<file path="config.mk">
export PLATFORM = sky130hd
export DESIGN_NAME = i16356_trigger_monitor_flat
export DESIGN_NICKNAME = d
export VERILOG_FILES = /design/src/rtl/i16356_mon_pkg.sv /design/src/rtl/i16356_trigger_monitor_if.sv /design/src/rtl/i16356_hist_sr.sv /design/src/rtl/i16356_trigger_monitor.sv /design/src/flat_wrapper.sv
export SDC_FILE = /design/constraint.sdc
export NUM_CORES = 1
export LEC_CHECK = 0
export CAP_MARGIN = 30
export CORE_ASPECT_RATIO = 1.2
export CORE_MARGIN = 2
export CORE_UTILIZATION = 50
export DETAILED_ROUTE_END_ITERATION = 16
export GPL_TIMING_DRIVEN = 1
export PLACE_DENSITY_LB_ADDON = 0.25
export SLEW_MARGIN = 10
export SYNTH_ARGS = -nofsm -noshare
export SYNTH_HDL_FRONTEND = slang
export SYNTH_HIERARCHICAL = 1
export SYNTH_SLANG_ARGS = --single-unit
</file>
<file path="constraint.sdc">
create_clock -name I1470 -period 2.8 [get_ports I1470]
set_input_delay 0.42 -clock I1470 [delete_from_list [all_inputs] [get_ports I1470]]
set_output_delay 0.42 -clock I1470 [all_outputs]
set_load 0.02 [all_outputs]
</file>
<file path="src/rtl/i16356_mon_pkg.sv">
// Shared types and default widths for the I16356 trigger monitor.
package i16356_mon_pkg;

  typedef enum logic [1:0] {
    IDLE      = 2'd0,
    FILL      = 2'd1,
    ARMED     = 2'd2,
    TRIGGERED = 2'd3
  } mon_state_t;

  localparam int unsigned HIST_W_D = 8;
  localparam int unsigned CNT_W_D  = 8;
  localparam int unsigned CNT_MAX  = (1 << CNT_W_D) - 1;

endpackage

</file>
<file path="src/rtl/i16356_trigger_monitor_if.sv">
// Observation/control bundle between the harness and the trigger monitor.
interface i16356_trigger_monitor_if
  import i16356_mon_pkg::*;
#(
  parameter int unsigned HIST_W = HIST_W_D,
  parameter int unsigned CNT_W  = CNT_W_D
);

  logic              I16356;
  logic              en;
  logic              clr;
  logic [HIST_W-1:0] pattern;
  logic [HIST_W-1:0] mask;
  logic [HIST_W-1:0] hist;
  logic              hit;
  logic [CNT_W-1:0]  match_cnt;
  logic              trig;
  logic              armed;

  modport master (
    output I16356, en, clr, pattern, mask,
    input  hist, hit, match_cnt, trig, armed
  );

  modport slave (
    input  I16356, en, clr, pattern, mask,
    output hist, hit, match_cnt, trig, armed
  );

endinterface

</file>
<file path="src/rtl/i16356_hist_sr.sv">
// History shift register plus fill counter; flags the sample that completes a fill.
module i16356_hist_sr
  import i16356_mon_pkg::*;
#(
  parameter int unsigned HIST_W = HIST_W_D
) (
  input  logic              clk,
  input  logic              rst_n,
  input  logic              clr,
  input  logic              en,
  input  logic              din,
  output logic [HIST_W-1:0] hist,
  output logic              fill_last_c
);

  localparam int unsigned FILL_W = $clog2(HIST_W + 1);

  logic [HIST_W-1:0] hist_q, hist_d;
  logic [FILL_W-1:0] fill_q, fill_d;

  // Fill counter stops at HIST_W; it only matters until the first full history.
  always_comb begin
    hist_d = hist_q;
    fill_d = fill_q;
    if (clr) begin
      hist_d = '0;
      fill_d = '0;
    end else if (en) begin
      hist_d = {hist_q[HIST_W-2:0], din};
      if (fill_q != FILL_W'(HIST_W)) begin
        fill_d = fill_q + FILL_W'(1);
      end
    end
  end

  always_ff @(posedge clk or negedge rst_n) begin
    if (!rst_n) begin
      hist_q <= '0;
      fill_q <= '0;
    end else begin
      hist_q <= hist_d;
      fill_q <= fill_d;
    end
  end

  assign hist        = hist_q;
  assign fill_last_c = (fill_q == FILL_W'(HIST_W - 1));

endmodule

</file>
<file path="src/rtl/i16356_trigger_monitor.sv">
// Sequential trojan-detection stage: masked history compare, saturating match count,
// sticky trigger once the count reaches THRESH.
module i16356_trigger_monitor
  import i16356_mon_pkg::*;
#(
  parameter int unsigned HIST_W = HIST_W_D,
  parameter int unsigned CNT_W  = CNT_W_D,
  parameter int unsigned THRESH = 4
) (
  input  logic                      I1470,
  input  logic                      I1477,
  i16356_trigger_monitor_if.slave   mon
);

  localparam logic [CNT_W-1:0] CNT_SAT  = {CNT_W{1'b1}};
  localparam logic [CNT_W-1:0] THRESH_V = CNT_W'(THRESH);

  mon_state_t        state_q, state_d;
  logic              hit_q, hit_d;
  logic [CNT_W-1:0]  cnt_q, cnt_d;
  logic              trig_q, trig_d;
  logic              armed_q, armed_d;

  logic [HIST_W-1:0] hist;
  logic              fill_last_c;
  logic              match_c;
  logic [CNT_W-1:0]  cnt_inc_c;

  i16356_hist_sr #(
    .HIST_W (HIST_W)
  ) u_hist_sr (
    .clk         (I1470),
    .rst_n       (I1477),
    .clr         (mon.clr),
    .en          (mon.en),
    .din         (mon.I16356),
    .hist        (hist),
    .fill_last_c (fill_last_c)
  );

  // Compare uses the pre-shift history; an empty mask is treated as never matching.
  assign match_c   = (((hist ^ mon.pattern) & mon.mask) == '0) && (mon.mask != '0);
  assign cnt_inc_c = (cnt_q == CNT_SAT) ? cnt_q : cnt_q + CNT_W'(1);

  always_comb begin
    state_d = state_q;
    hit_d   = 1'b0;
    cnt_d   = cnt_q;
    trig_d  = trig_q;
    armed_d = armed_q;
    if (mon.clr) begin
      state_d = IDLE;
      cnt_d   = '0;
      trig_d  = 1'b0;
      armed_d = 1'b0;
    end else if (mon.en) begin
      unique case (state_q)
        IDLE: state_d = FILL;
        FILL: begin
          if (fill_last_c) begin
            state_d = ARMED;
            armed_d = 1'b1;
          end
        end
        ARMED, TRIGGERED: begin
          if (match_c) begin
            hit_d = 1'b1;
            cnt_d = cnt_inc_c;
            if ((state_q == ARMED) && (cnt_inc_c == THRESH_V)) begin
              state_d = TRIGGERED;
              trig_d  = 1'b1;
            end
          end
        end
        default: state_d = IDLE;
      endcase
    end
  end

  always_ff @(posedge I1470 or negedge I1477) begin
    if (!I1477) begin
      state_q <= IDLE;
      hit_q   <= 1'b0;
      cnt_q   <= '0;
      trig_q  <= 1'b0;
      armed_q <= 1'b0;
    end else begin
      state_q <= state_d;
      hit_q   <= hit_d;
      cnt_q   <= cnt_d;
      trig_q  <= trig_d;
      armed_q <= armed_d;
    end
  end

  assign mon.hist      = hist;
  assign mon.hit       = hit_q;
  assign mon.match_cnt = cnt_q;
  assign mon.trig      = trig_q;
  assign mon.armed     = armed_q;

endmodule

</file>
<file path="src/flat_wrapper.sv">
// flat-port wrapper written by rule: the top's interface ports become plain ports
module i16356_trigger_monitor_flat import i16356_mon_pkg::*;
#(
  parameter int unsigned HIST_W = HIST_W_D,
  parameter int unsigned CNT_W  = CNT_W_D,
  parameter int unsigned THRESH = 4
)
  (I1470, I1477, mon_I16356, mon_en, mon_clr, mon_pattern, mon_mask, mon_hist, mon_hit, mon_match_cnt, mon_trig, mon_armed);
  i16356_trigger_monitor_if #(.HIST_W(HIST_W), .CNT_W(CNT_W)) mon_i ();
  input  logic I1470;
  input  logic I1477;
  input wire logic [$bits(mon_i.I16356)-1:0] mon_I16356;
  input wire logic [$bits(mon_i.en)-1:0] mon_en;
  input wire logic [$bits(mon_i.clr)-1:0] mon_clr;
  input wire logic [$bits(mon_i.pattern)-1:0] mon_pattern;
  input wire logic [$bits(mon_i.mask)-1:0] mon_mask;
  output wire logic [$bits(mon_i.hist)-1:0] mon_hist;
  output wire logic [$bits(mon_i.hit)-1:0] mon_hit;
  output wire logic [$bits(mon_i.match_cnt)-1:0] mon_match_cnt;
  output wire logic [$bits(mon_i.trig)-1:0] mon_trig;
  output wire logic [$bits(mon_i.armed)-1:0] mon_armed;
  assign mon_i.I16356 = mon_I16356;
  assign mon_i.en = mon_en;
  assign mon_i.clr = mon_clr;
  assign mon_i.pattern = mon_pattern;
  assign mon_i.mask = mon_mask;
  assign mon_hist = mon_i.hist;
  assign mon_hit = mon_i.hit;
  assign mon_match_cnt = mon_i.match_cnt;
  assign mon_trig = mon_i.trig;
  assign mon_armed = mon_i.armed;
  i16356_trigger_monitor #(.HIST_W(HIST_W), .CNT_W(CNT_W), .THRESH(THRESH)) u_core (.I1470(I1470), .I1477(I1477), .mon(mon_i));
endmodule
</file>
==> run metrics <==
CP endpoint kind=flop; antenna violations before repair=0; Synth area leaders=dfrtp_1 44%, mux2i_1 7.1%, xor2_1 6.8%; fmax=495 MHz; Final Power=0.000622 W; worst vdd ir=0.000233 V; Final WS setup=0.779 ns; n_diodes=0; Worst-Skew Late Latency=0.31 ns; ys flop type=dfrtp_1; Slew HR=50.2%; Post-CTS Setup Bufs=0; FF-to-FF path depth=6; top cell type's share of synthesized area=44.2%; Final Hold Slack=0.446 ns; Synth Net Count=166; Total GRT Usage=21.6%; Yosys top cell by area=dfrtp_1; setup slack, reg-to-reg=0.78 ns; largest net degree at the start of global routing=26; final setup violation count=0; TritonCTS buffer count=3; post-place setup slack=0.591 ns; drt pass-1 iters=4; Post-synth EDFFs=0; power per cell area=332 nW/um^2; root buffer selected by CTS=clkbuf_4; drt drc=0; clock sinks=25; Avg Vias per Cell=5.77; met3 wire len=247 um; Worst Skew=0.00333 ns; Layout area overhead=32.2%; Max clock buf depth=2; CTS tree=built; Core Rows=21; Ys Warns=6; crit path time final=2.02 ns; Leak=0.803 nW; CP required=3.03 ns; H-tree depth=1; most frequent cells in the layout=39 x clkdlybuf4s50_1, 25 x dfrtp_1, 19 x nor2_1, 11 x xor2_1; number of global-route vias before repair=1,256; WL per Instance=15.5 um; crit share post-route=72.2%; Core ar.=2730 um^2; Die H=62.3 um; CTS Hold Bufs=0; max-cap violations=0; most common cell after layout, fill and taps aside=clkdlybuf4s50_1; Final Hold Vio Count=0; RSZ-0062 raised after global routing=no; detailed placer's ending HPWL=2.50 mm; chip width=52.6 um; Yosys cell types=39; FF+latch count, synth=25; full die area=3270 um^2; met2 wire length=1.68 mm; startpoint types=flop; DR vias=1,253; Slew @ Worst Pin=0.745 ns; clock transition at the registers of the reported paths=0.13 ns; fraction of the yosys area taken by sequential cells=44.2%; Reg2Reg Launch Point=u_core/mon.match_cnt[0]; nets=208; post-synthesis cell count=142; Max Used Layer=met4; critical path class=flop to flop; antenna viol nets, final=0; asr flop ratio synth=100%; outcome=completed; TNS Setup=0 ns; first-pass GRT wire length=5.39 mm; RR Endpoint=u_core/mon.match_cnt[3]; final WL=3.36 mm; fraction of layout cells with a size suffix above 1=9.29%; crit-path max FO=6; routed length on met1=1.39 mm; port bufs=39; Worst EP arrival=2.26 ns; initial detailed-routing violation count=39; Synth Area per Inst=9.97 um^2; final count of pins violating max slew=0; Initial Utilization=51.8%; GPL Wtd Cong=0.761; hold crit path type=primary input to asynchronous set/reset pin; Ports=40; gr ovfl total=0; Post-Syn Area=1420 um^2; post-CTS resize count=0
==> worst max-delay path by stage <==
| stage | cells after the start | from | endpoint | slack, ns |
|---|---|---|---|---|
| 6_report | 6 | u_core/mon.match_cnt[0] | u_core/mon.match_cnt[3] | 0.78 |
| 5_1_grt | 6 | u_core/mon.match_cnt[0] | u_core/mon.match_cnt[3] | 0.75 |
| 4_1_cts | 6 | u_core/mon.match_cnt[0] | u_core/mon.match_cnt[3] | 0.82 |
| 3_5_place_dp | 6 | mon_pattern[7] | u_core/mon.match_cnt[3] | 0.59 |
| 3_3_place_gp | 6 | mon_mask[4] | u_core/mon.match_cnt[2] | 0.70 |
| 2_1_floorplan | 6 | u_core/mon.match_cnt[0] | u_core/mon.match_cnt[0] | 0.99 |
==> routing by layer <==
layer	track usage, %	vias to the layer above
li1	-	594
met1	25.5	596
met2	38.3	57
met3	3.13	6
met4	7.69	0
met5	0	-
==> power by group <==
part	internal, W	switching (W)
logic	0.0000491	0.0000440
clock network	0.0000533	0.000102
registers	0.000366	0.00000628
==> kinds of logic (layout without fill, tap and decap cells) <==
| family | count (synthesis) | in the layout | share of synthesized area [%] |
|---|---|---|---|
| flops | 25 | 25 | 44.2 |
| fa+ha+maj | 3 | 3 | 2.65 |
| buf+inv | 9 | 50 | 3.01 |
| compound gates | 24 | 24 | 12.0 |
| mux | 12 | 12 | 8.93 |
| xor+xnor | 11 | 11 | 6.81 |
| simple gates | 58 | 58 | 22.4 |
==> synth_stat cells (2+ instances only) <==
master and instances:
a211oi_1 2, a21oi_1 7, a22oi_2 2, a311oi_1 2, a31oi_1 3, and3_1 2, clkbuf_1 3, dfrtp_1 25
ha_1 3, inv_1 4, mux2i_1 10, nand2_1 10, nand2b_1 4, nand3_1 2, nand3_2 2, nand4_1 4
nor2_1 19, nor2b_1 2, nor4_1 3, o21a_1 2, o31ai_1 2, or4_1 2, xor2_1 11
==> sequential cells by signal, indices dropped and copies added (netlist names) <==
name and cells:
u_core/mon.trig 1, u_core/u_hist_sr/hist 8, u_core/mon.match_cnt 8, u_core/mon.hit 1
u_core/mon.armed 1, u_core/u_hist_sr/fill_q 4, u_core/state_q 2
==> through the flow <==
step | util [%] | std cells | instance area (um^2)
3_3_place_gp | 67.4 | 213 | 1840
5_1_grt | 68.5 | 217 | 1870
2_1_floorplan | - | 142 | 1420
6_report | 68.5 | 217 | 1870
4_1_cts | 68.5 | 217 | 1870
3_5_place_dp | 67.4 | 213 | 1840
==> worst max-delay path: stages (launching register included) <==
cell,delay [ns]
dfrtp_1,0.47
ha_1,0.29
and4_4,0.19
nand4_1,0.11
nand4_1,0.20
or4_1,0.48
a21oi_1,0.19
==> area by class of cell <==
type                       count  area (um^2)
clock buffer                   3         22.5
clock inverter                 1         5.00
fill                         230          862
inverter                       4         15.0
multi-input combinational    108          747
sequential                    25          626
tap                           34         42.5
timing repair buffer          42          413
No activity file was read; power rests on OpenSTA's default activity.
